$ cat src/rtl/hook_ctrl_if.sv
// Hook controller bus: swinger/draw-side inputs and hook state outputs.
interface hook_ctrl_if;
    logic        tick;
    logic        fire;
    logic [10:0] swing_x;
    logic [9:0]  swing_y;
    logic        hit;
    logic [7:0]  hit_value;
    logic [1:0]  hit_weight;
    logic        swing_en;
    logic [10:0] hook_x;
    logic [9:0]  hook_y;
    logic [1:0]  state;
    logic        grabbed;
    logic        grab_ack;
    logic        score_valid;
    logic [7:0]  score_value;

    modport master (
        output tick, fire, swing_x, swing_y, hit, hit_value, hit_weight,
        input  swing_en, hook_x, hook_y, state, grabbed, grab_ack, score_valid, score_value
    );

    modport slave (
        input  tick, fire, swing_x, swing_y, hit, hit_value, hit_weight,
        output swing_en, hook_x, hook_y, state, grabbed, grab_ack, score_valid, score_value
    );
endinterface

$ cat src/rtl/hook_ctrl.sv
// Gold Miner hook sequencer: swing, extend along the launch direction, grab, retract, score.
// Hook length n is Q6.6 in swing radii; tip = pivot + (dir * n) >>> 6.
module hook_ctrl #(
    parameter int CENTER_X = 625,
    parameter int CENTER_Y = 11,
    parameter int X_MIN    = 10,
    parameter int X_MAX    = 1269,
    parameter int Y_MAX    = 789,
    parameter int EXT_STEP = 8,
    parameter int RET_STEP = 8,
    parameter int N_MAX    = 768
) (
    input logic        clk,
    input logic        rst,
    hook_ctrl_if.slave hk
);
    typedef enum logic [1:0] {
        StSwing   = 2'd0,
        StExtend  = 2'd1,
        StRetract = 2'd2,
        StScore   = 2'd3
    } state_e;

    localparam logic [9:0]         NHome   = 10'd64;
    localparam logic [9:0]         NMax    = 10'(N_MAX);
    localparam logic [9:0]         ExtStep = 10'(EXT_STEP);
    localparam logic [9:0]         RetStep = 10'(RET_STEP);
    localparam logic [10:0]        CxU     = 11'(CENTER_X);
    localparam logic [9:0]         CyU     = 10'(CENTER_Y);
    localparam logic signed [19:0] CxS     = 20'(CENTER_X);
    localparam logic signed [19:0] CyS     = 20'(CENTER_Y);
    localparam logic signed [19:0] XMinS   = 20'(X_MIN);
    localparam logic signed [19:0] XMaxS   = 20'(X_MAX);
    localparam logic signed [19:0] YMaxS   = 20'(Y_MAX);

    state_e             state_q;
    logic               fire_prev_q, fire_pend_q;
    logic               swing_en_q, grabbed_q, grab_ack_q, score_valid_q;
    logic [7:0]         score_value_q, value_q;
    logic [1:0]         weight_q;
    logic signed [7:0]  dir_x_q, dir_y_q;
    logic [9:0]         n_q;
    logic [10:0]        hook_x_q, home_x_q;
    logic [9:0]         hook_y_q, home_y_q;

    logic               fire_rise;
    logic [1:0]         w_eff;
    logic [9:0]         rs, n_ext, n_ret, n_sel;
    logic signed [19:0] prod_x, prod_y, pos_x, pos_y;
    logic               ext_oob, at_home;

    assign fire_rise = hk.fire & ~fire_prev_q;

    // One shared multiplier pair: extend looks ahead at n+step, retract at n-rs.
    always_comb begin
        w_eff = grabbed_q ? weight_q : 2'd0;
        rs    = RetStep >> w_eff;
        if (rs == '0) rs = 10'd1;
        n_ext   = n_q + ExtStep;
        n_ret   = n_q - rs;
        n_sel   = (state_q == StExtend) ? n_ext : n_ret;
        prod_x  = $signed({{12{dir_x_q[7]}}, dir_x_q}) * $signed({10'd0, n_sel});
        prod_y  = $signed({{12{dir_y_q[7]}}, dir_y_q}) * $signed({10'd0, n_sel});
        pos_x   = CxS + (prod_x >>> 6);
        pos_y   = CyS + (prod_y >>> 6);
        ext_oob = (n_ext > NMax) || (pos_x < XMinS) || (pos_x > XMaxS) || (pos_y > YMaxS);
        at_home = (n_q <= NHome + rs);
    end

    always_ff @(posedge clk) begin
        if (rst) begin
            state_q       <= StSwing;
            fire_prev_q   <= 1'b0;
            fire_pend_q   <= 1'b0;
            swing_en_q    <= 1'b1;
            grabbed_q     <= 1'b0;
            grab_ack_q    <= 1'b0;
            score_valid_q <= 1'b0;
            score_value_q <= 8'd0;
            value_q       <= 8'd0;
            weight_q      <= 2'd0;
            dir_x_q       <= 8'sd0;
            dir_y_q       <= 8'sd0;
            n_q           <= NHome;
            hook_x_q      <= CxU;
            hook_y_q      <= CyU;
            home_x_q      <= CxU;
            home_y_q      <= CyU;
        end else begin
            fire_prev_q   <= hk.fire;
            grab_ack_q    <= 1'b0;
            score_valid_q <= 1'b0;
            unique case (state_q)
                StSwing: begin
                    hook_x_q <= hk.swing_x;
                    hook_y_q <= hk.swing_y;
                    if (fire_rise) fire_pend_q <= 1'b1;
                    if (hk.tick && fire_pend_q) begin
                        dir_x_q     <= 8'(hk.swing_x - CxU);
                        dir_y_q     <= 8'(hk.swing_y - CyU);
                        home_x_q    <= hk.swing_x;
                        home_y_q    <= hk.swing_y;
                        n_q         <= NHome;
                        swing_en_q  <= 1'b0;
                        fire_pend_q <= 1'b0;
                        state_q     <= StExtend;
                    end
                end
                StExtend: begin
                    if (hk.tick) begin
                        if (hk.hit) begin
                            grabbed_q  <= 1'b1;
                            value_q    <= hk.hit_value;
                            weight_q   <= hk.hit_weight;
                            grab_ack_q <= 1'b1;
                            state_q    <= StRetract;
                        end else if (ext_oob) begin
                            state_q <= StRetract;
                        end else begin
                            n_q      <= n_ext;
                            hook_x_q <= pos_x[10:0];
                            hook_y_q <= pos_y[9:0];
                        end
                    end
                end
                StRetract: begin
                    if (hk.tick) begin
                        if (at_home) begin
                            n_q      <= NHome;
                            hook_x_q <= home_x_q;
                            hook_y_q <= home_y_q;
                            if (grabbed_q) begin
                                score_valid_q <= 1'b1;
                                score_value_q <= value_q;
                                state_q       <= StScore;
                            end else begin
                                swing_en_q <= 1'b1;
                                state_q    <= StSwing;
                            end
                        end else begin
                            n_q      <= n_ret;
                            hook_x_q <= pos_x[10:0];
                            hook_y_q <= pos_y[9:0];
                        end
                    end
                end
                StScore: begin
                    grabbed_q  <= 1'b0;
                    swing_en_q <= 1'b1;
                    state_q    <= StSwing;
                end
            endcase
        end
    end

    assign hk.swing_en    = swing_en_q;
    assign hk.hook_x      = hook_x_q;
    assign hk.hook_y      = hook_y_q;
    assign hk.state       = state_q;
    assign hk.grabbed     = grabbed_q;
    assign hk.grab_ack    = grab_ack_q;
    assign hk.score_valid = score_valid_q;
    assign hk.score_value = score_value_q;
endmodule

$ cat src/flat_wrapper.sv
// flat-port wrapper written by rule: the top's interface ports become plain ports
module hook_ctrl_flat 
#(
    parameter int CENTER_X = 625,
    parameter int CENTER_Y = 11,
    parameter int X_MIN    = 10,
    parameter int X_MAX    = 1269,
    parameter int Y_MAX    = 789,
    parameter int EXT_STEP = 8,
    parameter int RET_STEP = 8,
    parameter int N_MAX    = 768
)
  (clk, rst, hk_tick, hk_fire, hk_swing_x, hk_swing_y, hk_hit, hk_hit_value, hk_hit_weight, hk_swing_en, hk_hook_x, hk_hook_y, hk_state, hk_grabbed, hk_grab_ack, hk_score_valid, hk_score_value);
  hook_ctrl_if hk_i ();
  input logic clk;
  input logic rst;
  input wire logic [$bits(hk_i.tick)-1:0] hk_tick;
  input wire logic [$bits(hk_i.fire)-1:0] hk_fire;
  input wire logic [$bits(hk_i.swing_x)-1:0] hk_swing_x;
  input wire logic [$bits(hk_i.swing_y)-1:0] hk_swing_y;
  input wire logic [$bits(hk_i.hit)-1:0] hk_hit;
  input wire logic [$bits(hk_i.hit_value)-1:0] hk_hit_value;
  input wire logic [$bits(hk_i.hit_weight)-1:0] hk_hit_weight;
  output wire logic [$bits(hk_i.swing_en)-1:0] hk_swing_en;
  output wire logic [$bits(hk_i.hook_x)-1:0] hk_hook_x;
  output wire logic [$bits(hk_i.hook_y)-1:0] hk_hook_y;
  output wire logic [$bits(hk_i.state)-1:0] hk_state;
  output wire logic [$bits(hk_i.grabbed)-1:0] hk_grabbed;
  output wire logic [$bits(hk_i.grab_ack)-1:0] hk_grab_ack;
  output wire logic [$bits(hk_i.score_valid)-1:0] hk_score_valid;
  output wire logic [$bits(hk_i.score_value)-1:0] hk_score_value;
  assign hk_i.tick = hk_tick;
  assign hk_i.fire = hk_fire;
  assign hk_i.swing_x = hk_swing_x;
  assign hk_i.swing_y = hk_swing_y;
  assign hk_i.hit = hk_hit;
  assign hk_i.hit_value = hk_hit_value;
  assign hk_i.hit_weight = hk_hit_weight;
  assign hk_swing_en = hk_i.swing_en;
  assign hk_hook_x = hk_i.hook_x;
  assign hk_hook_y = hk_i.hook_y;
  assign hk_state = hk_i.state;
  assign hk_grabbed = hk_i.grabbed;
  assign hk_grab_ack = hk_i.grab_ack;
  assign hk_score_valid = hk_i.score_valid;
  assign hk_score_value = hk_i.score_value;
  hook_ctrl #(.CENTER_X(CENTER_X), .CENTER_Y(CENTER_Y), .X_MIN(X_MIN), .X_MAX(X_MAX), .Y_MAX(Y_MAX), .EXT_STEP(EXT_STEP), .RET_STEP(RET_STEP), .N_MAX(N_MAX)) u_core (.clk(clk), .rst(rst), .hk(hk_i));
endmodule
$ cat config.mk
export PLATFORM = sky130hd
export DESIGN_NAME = hook_ctrl_flat
export DESIGN_NICKNAME = d
export VERILOG_FILES = /design/src/rtl/hook_ctrl_if.sv /design/src/rtl/hook_ctrl.sv /design/src/flat_wrapper.sv
export SDC_FILE = /design/constraint.sdc
export NUM_CORES = 1
export LEC_CHECK = 0
export CAP_MARGIN = 10
export CORE_MARGIN = 2
export CORE_UTILIZATION = 49
export CTS_CLUSTER_DIAMETER = 50
export CTS_CLUSTER_SIZE = 25
export DETAILED_ROUTE_END_ITERATION = 6
export GPL_ROUTABILITY_DRIVEN = 1
export PLACE_DENSITY = 0.8
export SLEW_MARGIN = 10
export SYNTH_ARGS = -nofsm -noshare
export SYNTH_HDL_FRONTEND = slang
export SYNTH_SLANG_ARGS = --single-unit
$ cat constraint.sdc
create_clock -name clk -period 8.49 [get_ports clk]
set_clock_uncertainty 0.05 [all_clocks]
set_input_delay 0.849 -clock clk [delete_from_list [all_inputs] [get_ports clk]]
set_output_delay 0.849 -clock clk [all_outputs]
set_load 0.1 [all_outputs]
### After elaboration in Yosys (flattened, before gate mapping)

Cells that the tools add are included.

| cells by class | value |
|---|---|
| add/subtract/negate cells | 7 |
| $mul | 2 |
| div/mod/pow operators | 0 |
| magnitude comparators | 5 |
| eq/ne operators | 12 |
| shift-type cells | 1 |
| multiplexer cells | 42 |
| bitwise operators | 6 |
| reductions and logical operators | 21 |

Operators by type and width:

| operator | count |
|---|---|
| $mux W10 | 13 |
| $pmux W10 S3 | 2 |
| $mux W11 | 5 |
| $mul A8 B11 Y19 | 2 |
| $pmux W11 S3 | 1 |
| $gt A20 B11 Y1 const B | 1 |
| $gt A20 B12 Y1 const B | 1 |
| $lt A20 B5 Y1 const B | 1 |
| $mux W2 | 8 |
| $reduce_and A5 Y1 | 3 |
| $add A11 B13 Y14 const A | 1 |
| $add A5 B13 Y14 const A | 1 |
| $ne A2 B2 Y1 const B | 6 |
| $add A10 B4 Y10 const B | 1 |
| $add A7 B10 Y10 const A | 1 |
| $gt A10 B10 Y1 const B | 1 |
| $le A10 B10 Y1 | 1 |
| $logic_not A10 Y1 | 1 |
| $mux W1 | 10 |
| $shr A4 B2 Y10 const A | 1 |
| $sub A10 B10 Y10 | 1 |
| $pmux W2 S4 | 1 |
| $sub A8 B4 Y8 const B | 1 |
| $sub A8 B7 Y8 const B | 1 |
| other kinds (19) | 31 |

| word-level totals | value |
|---|---|
| register bits after elaboration | 94 |
| latch bits | 0 |
| bits in writable memories | 0 |
| memory bits (read-only) | 0 |
| input bits | 36 |
| output and inout bits | 35 |
| logic and storage cells | 113 |
| memories | 0 |

### Logic depth before layout (Yosys ltp)

| depth | value |
|---|---|
| depth after elaboration | 16 |
| mapped depth | 36 |
| gate-level depth less buffers | 33 |

### Worst setup path before layout

OpenSTA, ideal clock, no wires.

| path | value |
|---|---|
| path type | reg-to-reg |
| start | register u_core.grabbed_q (netlist: u_core.hk.grabbed) |
| end | register u_core.hook_x_q[8] (netlist: u_core.hk.hook_x[8]) |
| setup time | 0.123 ns |
| arrival time | 8.480 ns |
| data required time | 8.317 ns |
| setup slack | -0.163 ns |
| cell stages (with the launch flop) | 35 |
| buffers on the path | 2 |
| period minus slack after synthesis | 8.653 ns |
| cells stage by stage | dfxtp_1 -> and3_1 -> ha_1 -> inv_1 -> fa_1 -> a21oi_1 -> o21ai_0 -> nor2_1 -> a21oi_1 -> xnor2_1 -> clkbuf_1 -> nand2_1 -> fa_1 -> fa_1 -> inv_1 -> fa_1 -> inv_1 -> fa_1 -> inv_1 -> ha_1 -> nand4_1 -> a2bb2oi_1 -> buf_4 -> o31a_1 -> ha_1 -> nand2_1 -> a2111o_1 -> o31a_1 -> or2_2 -> nand3b_1 -> a2111o_1 -> a22oi_2 -> o31ai_4 -> nand2b_2 -> mux2_1 |

| between the ends | value |
|---|---|
| cells in the longest elaborated chain, start to end | 14 |
| elaborated cells on any way between the ends | 26 |
| classes of those cells | 4 x add/sub; 2 x mul; 4 x order compare; 1 x eq/ne; 1 x shift; 9 x mux; 5 x reduce/logical |

RTL lines:

| item | line | source |
|---|---|---|
| from (decl) | hook_ctrl.sv:38 | `logic swing_en_q, grabbed_q, grab_ack_q, score_valid_q;` |
| from (signal assigned) | hook_ctrl.sv:76 | `grabbed_q <= 1'b0;` |
| from (signal assigned) | hook_ctrl.sv:112 | `grabbed_q <= 1'b1;` |
| from (signal assigned) | hook_ctrl.sv:148 | `grabbed_q <= 1'b0;` |
| $mux W2 (*) | hook_ctrl.sv:56 | `w_eff = grabbed_q ? weight_q : 2'd0;` |
| $shr A4 B2 Y10 (*) | hook_ctrl.sv:57 | `rs = RetStep >> w_eff;` |
| $logic_not A10 Y1 | hook_ctrl.sv:58 | `if (rs == '0) rs = 10'd1;` |
| $mux W10 (*) | hook_ctrl.sv:58 |  |
| $sub A10 B10 Y10 | hook_ctrl.sv:60 | `n_ret = n_q - rs;` |
| $mux W10 | hook_ctrl.sv:61 | `n_sel = (state_q == StExtend) ? n_ext : n_ret;` |
| $mul A8 B11 Y19 | hook_ctrl.sv:62 | `prod_x = $signed({{12{dir_x_q[7]}}, dir_x_q}) * $signed({10'd0, n_sel});` |
| $add A11 B13 Y14 | hook_ctrl.sv:64 | `pos_x = CxS + (prod_x >>> 6);` |
| $lt A20 B5 Y1 | hook_ctrl.sv:66 | `ext_oob = (n_ext > NMax) \|\| (pos_x < XMinS) \|\| (pos_x > XMaxS) \|\| (pos_y > YMaxS);` |
| $logic_or A1 B1 Y1 (3 in series) | hook_ctrl.sv:66 |  |
| $ne A2 B2 Y1 (no source line) | n/a |  |
| $reduce_and A5 Y1 (no source line) | n/a |  |
| to (signal assigned) | hook_ctrl.sv:85 | `hook_x_q <= CxU;` |
| to (signal assigned) | hook_ctrl.sv:95 | `hook_x_q <= hk.swing_x;` |
| to (signal assigned) | hook_ctrl.sv:121 | `hook_x_q <= pos_x[10:0];` |
| to (decl) | hook_ctrl.sv:43 | `logic [10:0] hook_x_q, home_x_q;` |

Every way passes the cells marked *; elsewhere a longest branch is shown, timed or not. The select of a mux whose other input is x is not followed.
A chain may end at the register's enable or synchronous reset.

### Worst setup path after layout

| path | value |
|---|---|
| start | register u_core.weight_q[1] |
| end | register u_core.n_q[7] |

| between the ends | value |
|---|---|
| cells in the longest elaborated chain, start to end | 14 |
| elaborated cells on any way between the ends | 23 |
| classes of those cells | 4 x add/sub; 2 x mul; 4 x order compare; 1 x eq/ne; 1 x shift; 6 x mux; 5 x reduce/logical |

RTL lines:

| item | line | source |
|---|---|---|
| from (decl) | hook_ctrl.sv:40 | `logic [1:0] weight_q;` |
| from (signal assigned) | hook_ctrl.sv:114 | `weight_q <= hk.hit_weight;` |
| $mux W2 (*) | hook_ctrl.sv:56 |  |
| $shr A4 B2 Y10 (*) | hook_ctrl.sv:57 |  |
| $logic_not A10 Y1 | hook_ctrl.sv:58 |  |
| $mux W10 (*) | hook_ctrl.sv:58 |  |
| $sub A10 B10 Y10 | hook_ctrl.sv:60 |  |
| $mux W10 | hook_ctrl.sv:61 |  |
| $mul A8 B11 Y19 | hook_ctrl.sv:62 |  |
| $add A11 B13 Y14 | hook_ctrl.sv:64 |  |
| $lt A20 B5 Y1 | hook_ctrl.sv:66 |  |
| $logic_or A1 B1 Y1 (3 in series) | hook_ctrl.sv:66 |  |
| $ne A2 B2 Y1 (no source line) | n/a |  |
| $reduce_and A6 Y1 (no source line) | n/a |  |
| to (signal assigned) | hook_ctrl.sv:84 | `n_q <= NHome;` |
| to (signal assigned) | hook_ctrl.sv:103 | `n_q <= NHome;` |
| to (signal assigned) | hook_ctrl.sv:120 | `n_q <= n_ext;` |
| to (decl) | hook_ctrl.sv:42 | `logic [9:0] n_q;` |

Marks and branches as above.

==> out/qor.yml <==
worst_setup_path:
  worstPathMaxFanout: 8
  crit_family: "adder cells"
  crit_type: "reg -> reg"
  slowest_delay_ps: 550
  cp.buffers_inverters: 8
  critical_path_required_ps: 8690
  worst_path_most_repeated_cell: "fa_1"
  startpoint_type: "flip-flop"
  cp.depth: 33
  startpoint: "u_core.weight_q[1]"
  worstPathArrival_ps: 8380
  cp-end-kind: "flip-flop"
  cp_slowest_cell: "fa_1"
  timing.rr.start: "u_core.weight_q[1]"
  r2r_cells: 33
clocking:
  numCtsBuffers: 9
  htree_levels: 3
  cts_sinks: 94
  clk_path_buf_depth: 2
  worstSkewPairLatency_ps: 350
  cts_tree: "built"
  clkTransAtPathRegs_ps: 70
  cts-root-buf: "clkbuf_16"
floorplanning:
  core_um2: 23300
  fp.dieH_um: 157
  initial_core_util_pct: 49.6
  rows: 56
  die_x_um: 157
  die-area_um2: 24800
  ios: 71
yosys:
  yosysWarnings: 0
  synthArstFlopShare_pct: 0
  ys_types: 99
  syn_area_um2: 11500
  synth_seq_cells: 94
  synth_edf_count: 0
  ys.flop_type: "dfxtp_1"
  syn_inst: 1426
  avgSynthCellArea_um2: 8.09
  yosysSeqAreaShare_pct: 16.3
  syn-num-nets: 1665
sta:
  min_period_ps: 8180
  fin_tns_setup_ps: 0
  hold_ws_ps: 406
  max_freq_mhz: 122
  tightest_slew_ps: 1110
  slew_headroom_pct: 26.1
  finalHoldViolCount: 0
  slew_violations: 0
  setup_viol_count_final: 0
  fin_crit_sh_pct: 96.3
drt:
  antenna_left: 0
  totalWireLength_um: 29700
  drt-pass1-iter-count: 6
  vias_per_cell: 5.76
  drt_first_iter_violations: 846
  num_vias: 10300
  drc: 0
  wl_per_cell_um: 16.6
power:
  vdd_drop_max_uv: 343
  power_density_nw_per_um2: 226
  p_leak_nw: 5.89
  p_total_mw: 2.95
run:
  drv_cap: 0
grt:
  grt_max_degree: 119
  grt_pass1_vias: 10200
  grt-ovfl-total: 0
  grt_usage_pct: 24.1
  antenna_found_initial: 0
  grt_pass1_wl_um: 48800
layout:
  syn_to_final_growth_pct: 13.2
  layout_commonest_cell: "nand2_1"
  layout-drive-gt1-share_pct: 8.62
  final_util_pct: 56.2
  n_antenna_cell: 0
  final_cell_mix: "nand2_1 (162), inv_1 (145), nor2_1 (126)"
  final_nets: 1708
placement:
  gp_congestion: 0.940
  numPortBuffers: 70
  dp_hpwl_um: 22100
outcome:
  status: "finished, final reports clean"
min_path:
  hold_depth: 2
  hold_start: "u_core.value_q[1]"
  hp-class: "reg -> reg"
## cells by family after synthesis
logic type	after synthesis	share of synthesized area, %
and+or+nand+nor	565	24.6
AOI/OAI and AO/OA	252	16.0
buffers and inverters	221	7.47
adders and majority gates	203	28.2
DFF	94	16.3
xor gates and xnor gates	51	3.94
muxes	40	3.51
## worst paths after layout
path	to	slack (ps)
worst max-delay path	u_core.n_q[7]	310
worst min-delay path	u_core.value_q[1]	410
worst max register to register	u_core.n_q[7]	310
worst min register to register	u_core.value_q[1]	410
## flip-flops by register name (all words and copies together), names as in the netlist
name,count
u_core.n_q,10
u_core.fire_prev_q,1
u_core.home_x_q,11
u_core.dir_y_q,8
u_core.home_y_q,10
u_core.hk.grab_ack,1
u_core.hk.hook_y,10
u_core.dir_x_q,8
u_core.value_q,8
u_core.weight_q,2
u_core.hk.state,2
u_core.hk.swing_en,1
u_core.hk.hook_x,11
u_core.hk.score_value,8
u_core.fire_pend_q,1
u_core.hk.grabbed,1
u_core.hk.score_valid,1
## metrics by stage
step           cells  setup slack [ps]  cell area [µm²]
2_1_floorplan   1426               103            11500
3_3_place_gp    1764               263            12500
3_5_place_dp    1764               107            12500
4_1_cts         1780              66.2            12800
5_1_grt         1793              -123            13100
6_report        1793               314            13100
## timing repair
action / CTS / global route
hold buffers: 0 / 0
setup buffers: 0 / 11
resized for setup: 0 / 39
setup endpoints to repair: 0 / 30
## metal layers
layer	up-vias	wire, µm	global-route usage, %	part of all wire (%)
li1	4925	-	-	-
met2	372	14100	41.1	48
met3	81	1790	3.30	6.0
met1	4944	12900	31.4	43
met4	0	906	7.79	3.0
met5	-	0	0	0
## area by class of cell
cell class	count	area, µm²
clock buffer	9	225
clock inverter	7	61.3
fill	2088	10200
inverter	148	556
multi-input combinational	1111	8950
sequential	94	1890
tap	319	399
timing repair buffer	105	988
## synth_stat cells, types with 4 or more instances
cell type	n	area [µm²]
a211oi_1	25	188
nand2b_1	23	144
nor4_1	10	62.6
nor2_1	127	477
a31oi_1	14	87.6
nand2_1	162	608
dfxtp_1	94	1880
a21o_1	4	30.0
o22ai_1	6	37.5
buf_1	4	15.0
o21a_1	7	52.6
o21bai_1	7	52.6
nand3b_1	13	97.6
buf_4	4	30.0
o21ai_0	25	125
a221oi_1	7	61.3
mux2i_1	36	360
o211ai_1	4	30.0
clkbuf_1	61	229
inv_1	145	544
a21oi_1	70	350
or3_1	14	87.6
a22oi_1	9	67.6
ha_1	108	1350
nor3_1	17	85.1
xor2_1	21	184
nand4_1	7	43.8
nor2b_1	7	43.8
xnor2_1	29	254
a211o_1	10	87.6
or2_2	10	62.6
nand3_1	31	155
fa_1	95	1900
and2_1	105	657
and3_1	10	62.6
## tightest hold or removal path: stages (launching register included)
cell and delay [ps]:
dfxtp_1 310, nand2_1 50, a21oi_1 50
## where the power goes
group          internal [mW]  switching [mW]
registers              0.516          0.0726
clock network          0.205           0.189
logic                  0.667            1.30
(Power assumes the default switching activity.)
